`config.mk`:
```
export PLATFORM = sky130hd
export DESIGN_NAME = regfile_scoreboard
export DESIGN_NICKNAME = d
export VERILOG_FILES = /design/src/rtl/regfile_scoreboard.sv
export SDC_FILE = /design/constraint.sdc
export NUM_CORES = 2
export LEC_CHECK = 0
export BUFFER_PORTS_ARGS = -buffer_cell sky130_fd_sc_hd__buf_2
export CORE_MARGIN = 4
export CORE_UTILIZATION = 55
export DETAILED_ROUTE_END_ITERATION = 10
export PLACE_DENSITY = 0.73
export SLEW_MARGIN = 30
export SYNTH_ARGS = -nofsm -noshare
export SYNTH_HDL_FRONTEND = slang
export SYNTH_SLANG_ARGS = --single-unit
export TNS_END_PERCENT = 30
```
`constraint.sdc`:
```
create_clock -name clk -period 60.3 [get_ports clk]
set_clock_uncertainty 0.2 [all_clocks]
set_input_delay 9.045 -clock clk [delete_from_list [all_inputs] [get_ports clk]]
set_output_delay 9.045 -clock clk [all_outputs]
set_load 0.02 [all_outputs]
```
`src/rtl/regfile_scoreboard.sv`:
```
// Multi-port register file with a per-register pending-write scoreboard and a
// sequential clear engine; register 0 reads as zero and is never busy.
module regfile_scoreboard #(
    parameter int REG_NUM    = 32,
    parameter int REG_SIZE   = 32,
    parameter int READ_PORTS = 2,
    parameter int BYPASS     = 1,
    localparam int AW        = $clog2(REG_NUM)
) (
    input  logic                           clk,
    input  logic                           rst,
    input  logic [READ_PORTS*AW-1:0]       rd_addr,
    output logic [READ_PORTS*REG_SIZE-1:0] rd_data,
    output logic [READ_PORTS-1:0]          rd_busy,
    input  logic                           wr_en,
    input  logic [AW-1:0]                  wr_addr,
    input  logic [REG_SIZE-1:0]            wr_data,
    input  logic                           iss_en,
    input  logic [AW-1:0]                  iss_addr,
    output logic                           iss_ready,
    input  logic                           clr_req,
    output logic                           clr_busy
);

    typedef enum logic [0:0] {
        ST_IDLE  = 1'b0,
        ST_CLEAR = 1'b1
    } state_t;

    localparam logic [AW-1:0] IDX_FIRST = AW'(1);
    localparam logic [AW-1:0] IDX_LAST  = AW'(REG_NUM - 1);
    localparam logic [AW-1:0] ADDR_ZERO = {AW{1'b0}};

    state_t                r_state;
    state_t                w_state_nxt;
    logic [AW-1:0]         r_idx;
    logic [REG_SIZE-1:0]   r_data [1:REG_NUM-1];
    logic [REG_NUM-1:1]    r_busy;

    // Index 0 of the view arrays is the hardwired zero register.
    logic [REG_SIZE-1:0]   w_file_data [REG_NUM];
    logic [REG_NUM-1:0]    w_file_busy;
    logic                  w_bypass_en;
    logic                  w_iss_ready;

    assign w_file_data[0] = {REG_SIZE{1'b0}};
    assign w_file_busy[0] = 1'b0;

    genvar g;
    generate
        for (g = 1; g < REG_NUM; g++) begin : g_view
            assign w_file_data[g] = r_data[g];
            assign w_file_busy[g] = r_busy[g];
        end
    endgenerate

    assign w_bypass_en = (BYPASS != 0) && (r_state == ST_IDLE) && wr_en && (wr_addr != ADDR_ZERO);

    // A register retiring this cycle frees its slot for a new reservation.
    assign w_iss_ready = (r_state == ST_IDLE) &&
                         ((iss_addr == ADDR_ZERO) || !w_file_busy[iss_addr] ||
                          (wr_en && (wr_addr == iss_addr)));

    assign iss_ready = w_iss_ready;
    assign clr_busy  = (r_state == ST_CLEAR);

    // Read ports: forwarded writeback data, otherwise the stored entry.
    always_comb begin
        rd_data = {(READ_PORTS*REG_SIZE){1'b0}};
        rd_busy = {READ_PORTS{1'b0}};
        for (int p = 0; p < READ_PORTS; p++) begin
            if (w_bypass_en && (wr_addr == rd_addr[p*AW +: AW])) begin
                rd_data[p*REG_SIZE +: REG_SIZE] = wr_data;
                rd_busy[p]                      = 1'b0;
            end else begin
                rd_data[p*REG_SIZE +: REG_SIZE] = w_file_data[rd_addr[p*AW +: AW]];
                rd_busy[p]                      = w_file_busy[rd_addr[p*AW +: AW]];
            end
        end
    end

    // Next-state logic for the clear engine.
    always_comb begin
        w_state_nxt = r_state;
        case (r_state)
            ST_IDLE: begin
                if (clr_req) begin
                    w_state_nxt = ST_CLEAR;
                end else begin
                    w_state_nxt = ST_IDLE;
                end
            end
            ST_CLEAR: begin
                if (r_idx == IDX_LAST) begin
                    w_state_nxt = ST_IDLE;
                end else begin
                    w_state_nxt = ST_CLEAR;
                end
            end
            default: w_state_nxt = ST_IDLE;
        endcase
    end

    // State register and clear index.
    always_ff @(posedge clk or posedge rst) begin
        if (rst) begin
            r_state <= ST_IDLE;
            r_idx   <= IDX_FIRST;
        end else begin
            r_state <= w_state_nxt;
            if ((r_state == ST_CLEAR) && (r_idx != IDX_LAST)) begin
                r_idx <= r_idx + AW'(1);
            end else begin
                r_idx <= IDX_FIRST;
            end
        end
    end

    // Register storage and scoreboard; an accepted issue overrides a same-cycle retire.
    always_ff @(posedge clk or posedge rst) begin
        if (rst) begin
            for (int k = 1; k < REG_NUM; k++) begin
                r_data[k] <= {REG_SIZE{1'b0}};
            end
            r_busy <= {(REG_NUM-1){1'b0}};
        end else if (r_state == ST_CLEAR) begin
            for (int k = 1; k < REG_NUM; k++) begin
                if (r_idx == AW'(k)) begin
                    r_data[k] <= {REG_SIZE{1'b0}};
                    r_busy[k] <= 1'b0;
                end
            end
        end else begin
            for (int k = 1; k < REG_NUM; k++) begin
                if (wr_en && (wr_addr == AW'(k))) begin
                    r_data[k] <= wr_data;
                    r_busy[k] <= 1'b0;
                end
                if (iss_en && w_iss_ready && (iss_addr == AW'(k))) begin
                    r_busy[k] <= 1'b1;
                end
            end
        end
    end

endmodule

```
; Word level (Yosys, flattened, before mapping)
; Cells that the tools add are included.
[totals]
ff_bits = 1029
latch_bits = 0
mem_bits_rw = 0
rom_bits = 0
output_inout_bits = 68
elab_cells = 577
mem_count = 0
[op_classes]
n_addsub = 1
n_mul = 0
div_mod_pow = 0
magnitude_cmp = 5
n_eq_ne = 128
shift = 0
n_mux = 177
bitwise_logic = 3
reduce_logical = 199
[op_table]
columns = operator, count
row1 = $mux W32, 68
row2 = $mux W992, 1
row3 = $bmux W32 S5, 2
row4 = $eq A5 B5 Y1 const B, 48
row5 = $reduce_and A2 Y1, 62
row6 = $eq A5 B4 Y1 const B, 24
row7 = $mux W1, 100
row8 = $reduce_bool A3 Y1, 31
row9 = $logic_and A1 B1 Y1, 70
row10 = $ne A2 B1 Y1 const B, 31
row11 = $reduce_bool A2 Y1, 31
row12 = $eq A5 B3 Y1 const B, 12
row13 = $mux W31, 1
row14 = $eq A5 B2 Y1 const B, 6
row15 = $lt A5 B6 Y1 const B, 3
row16 = $bmux W1 S5, 3
row17 = $eq A5 B1 Y1 const B, 3
row18 = $eq A5 B5 Y1, 3
row19 = $ge A6 B6 Y1 const B, 2
row20 = $not A5 Y6, 2
row21 = $add A5 B1 Y5 const B, 1
row22 = $logic_not A5 Y1, 1
row23 = $mux W5, 1
row24 = $ne A5 B5 Y1 const B, 1
row25 = other kinds (5), 6

; Depth between registers and ports, before layout
[depth]
ltp_word = 10
depth_mapped = 10

; Worst setup path before layout
; OpenSTA, ideal clock, no wires.
[synth_timing]
kind = input -> output
start = input rd_addr[2]
end = output rd_data[10]
arrival_time_ns = 10.767
required_ns = 51.055
slack_ns = 40.288
stages = 7
path_buffers = 3
path_cell_list = clkbuf_1 -> buf_2 -> buf_1 -> mux4_2 -> mux4_2 -> nand2_1 -> a31oi_1
[synth_between]
elab_chain_len = 5
elab_cells_between_ends = 7
cone_classes = 1 x eq/ne / 4 x mux / 1 x bitwise / 1 x reduce/logical
[synth_lines]
columns = element, line
row1 = start: declaration, 12  ; input logic [READ_PORTS*AW-1:0] rd_addr,
row2 = $not A5 Y6 (not written as such), 76  ; rd_data[p*REG_SIZE +: REG_SIZE] = w_file_data[rd_addr[p*AW +: AW]];
row3 = $bmux W32 S5, 76
row4 = $mux W32 (not written as such) (2 in a row), 76
row5 = $mux W32 (*), 72  ; if (w_bypass_en && (wr_addr == rd_addr[p*AW +: AW])) begin
row6 = end: declaration, 13  ; output logic [READ_PORTS*REG_SIZE-1:0] rd_data,
; Mark *: on every way between the ends. The rest lies on a longest branch, timed or not. The select of a mux whose other input is x is not followed.

; Worst setup path after layout
[layout_timing]
start = input rd_addr[5]
end = output rd_data[33]
; Same word-level chain as after synthesis.

==> flow_summary_export.csv <==
group,metric,value,unit
critical_path,cp.arrival,12.73,ns
synth,synth_warnings,0,
synth,synthMostInstantiatedCell,"dfrtp_1",
sta,tns,0,ns
placed_design,hpwl,101000,um
synth,syn_nets,5036,
cts,cts_tree,"done",
route,drt_wl_total,183000,um
die,rows,115,
route,drc,0,
synth,synth_edf_count,0,
sta,rsz0062_at_grt,"false",
critical_path,cp.required,51.06,ns
power_and_ir_drop,vdd_drop_max,0.0232,mV
cts,max-clock-path-buffers,3,
route,dr.pass1.iters,6,
die,dieArea,105000,sq um
synth,synth.top_cell.area_share,47.0,%
synth,syn-instance-count,4973,
cts,root_buffer,"clkbuf_16",
placed_design,io_buffers,124,
power_and_ir_drop,p_per_area,33.9,nW/um^2
synth,ys_seq_area_share,47.1,%
route,post_drt_wl_per_cell,29.8,um
global_route,grt_pass1_vias,43651,
global_route,overflow,0,
route,drt_iter0_markers,5819,
run_status,outcome,"complete, no violations",
die,start_util,55.5,%
synth,async_reset_ff_share,100,%
final_layout,layout-drive-gt1-share,20.4,%
cts,hold_buffers,0,
synth,yosysUniqueCellTypes,56,
cts,cts_resized,0,
synth,synth_top_area_cell,"dfrtp_1",
sta,finalCritPeriodShare,36.4,%
global_route,grt_pass1_wl,276000,um
cts,cts.reportedPaths.clkPinSlew,0.06,ns
min_path,hp-class,"register to register",
cts,cts_buffers,107,
synth,avgSynthCellArea,11.0,sq um
sta,timing.final.ws_setup,38.33,ns
placed_design,gp_congestion,0.839,
synth,syn_area,54700,sq um
critical_path,criticalPathCategory,"input port to output pin",
cts,insertion_delay,0.69,ns
sta,whs,0.295,ns
sta,hold_viol_final,0,
critical_path,cpPeakStageDelay,0.68,ns
synth,synth_seq_cells,1029,
sta,setup_viol,0,
die,die-height,323,um
sta,min_period,21.97,ns
die,ios,125,
global_route,grt_max_degree,130,
synth,synth_flop_cell,"dfrtp_1",
final_layout,finish.instance_area,59500,sq um
global_route,track_usage,35.3,%
die,dieWidth,323,um
global_route,antenna_found_initial,5,
route,drtAntennaViolNets,0,
sta,worstMarginPinSlew,1.06,ns
cts,htree_levels,3,
critical_path,critPathSlowestCell,"buf_4",
power_and_ir_drop,leakagePower,25.3,nW
final_layout,area_growth,8.83,%
sta,slew_violations,0,
placed_design,dpl_worst_slack,37.96,ns
flow_run,drv_cap,0,
synth,synth_area_leaders,"dfrtp_1 (47%), mux4_2 (18%), o21ai_0 (7.4%), nand2_1 (6.6%), mux2i_1 (3.0%)",
synth,synth_common_cells,"dfrtp_1 (1028), nand2_1 (958), o21ai_0 (812)",
sta,relSlewSlack,29.1,%
die,core_region_area,98600,sq um
final_layout,nets,4837,
route,via_per_inst,7.09,
critical_path,setup.worst_path.end_class,"output pin",
critical_path,critPathMaxFanout,39,
route,vias,43579,
critical_path,cp_cell_sequence,"buf_8 > buf_4 > buf_4 > mux4_2 > a22oi_1 > a21oi_1 > a31oi_1 > a21oi_1 > buf_2",
cts,cts_num_sinks,1029,
placed_design,post_dp_cell_area,55800,sq um
critical_path,start_kind,"input port",
sta,max_freq,45.5,MHz
cts,cts_setup_buffers,0,
power breakdown:
group | internal [mW] | switching (mW) | total (mW)
Sequential | 0.791 | 0.0799 | 0.871
Clock | 0.406 | 0.289 | 0.695
Combinational | 0.159 | 0.291 | 0.450
cell usage in the layout (no fill, tap or decap), types with 40 or more instances in the layout:
master | netlist | layout
nor2_1 | 124 | 122
mux4_2 | 441 | 441
o21ai_0 | 812 | 812
buf_4 | 13 | 73
buf_2 | 149 | 115
nor3_1 | 45 | 44
a21oi_1 | 115 | 110
a31oi_1 | 66 | 64
nand2_1 | 958 | 957
mux2i_1 | 166 | 166
nor2b_1 | 44 | 40
a22o_1 | 181 | 181
a22oi_1 | 135 | 126
mux2_2 | 98 | 98
dfrtp_1 | 1028 | 1027
clkbuf_16 | 0 | 109
sequential cells by signal, summed over array words and instances, names as in the netlist:
register and flops:
r_data 992, r_busy 31, r_idx 5, clr_busy 1
area by class of cell:
cell class | instances | area [sq um]
clock inverter | 46 | 563
clock buffer | 150 | 3110
multi-input combinational | 3411 | 26900
timing repair buffer | 215 | 1550
antenna | 1 | 2.50
tap | 1287 | 1610
sequential | 1029 | 25800
fill | 7758 | 39000
inverter | 10 | 50.0
logic make-up after synthesis:
family                     Yosys count  synth area share (%)
AOI/OAI and AO/OA                 1453                  15.9
xor gates and xnor gates            17                 0.272
adders and majority gates            6                 0.137
buffers and inverters              533                  4.32
DFF                               1029                  47.1
muxes                              705                  23.2
and+or+nand+nor                   1230                  9.05
critical path: cells and delay by family:
kind | cells | cell delay (ns)
AO/OA/AOI/OAI | 4 | 1.17
buffers and inverters | 4 | 1.85
multiplexers | 1 | 0.60
path summary, 6_finish.rpt:
| kind | cells after the start | startpoint | endpoint | slack (ns) |
|---|---|---|---|---|
| setup / recovery | 9 | rd_addr[5] | rd_data[33] | 38.33 |
| hold / removal | 2 | r_data[549] | r_data[549] | 0.30 |
| setup reg to reg | 8 | clr_busy | r_data[767] | 56.20 |
| hold reg to reg | 2 | r_data[549] | r_data[549] | 0.30 |
| max in group asynchronous | 4 | rst | r_data[495] | 49.59 |
| min in group asynchronous | 2 | rst | r_busy[20] | 8.21 |
metal layers:
metal	vias to the layer above	track usage, %	share of wire (%)
li1	17899	-	-
met1	21905	47.6	37
met2	3110	52.1	44
met3	661	10.2	13
met4	4	19.5	6.4
met5	-	0	0.017
per-stage QoR:
step / cells / total power [mW] / util, %
after global routing: 6148 / 2.10 / 60.4
after detailed placement: 5950 / 1.32 / 56.6
after global placement: 5945 / 1.30 / 56.5
after CTS: 6146 / 2.01 / 60.3
final: 6149 / 2.02 / 60.4
after floorplan: 4973 / 1.16 / -
Power figures use the tool's default switching activity.
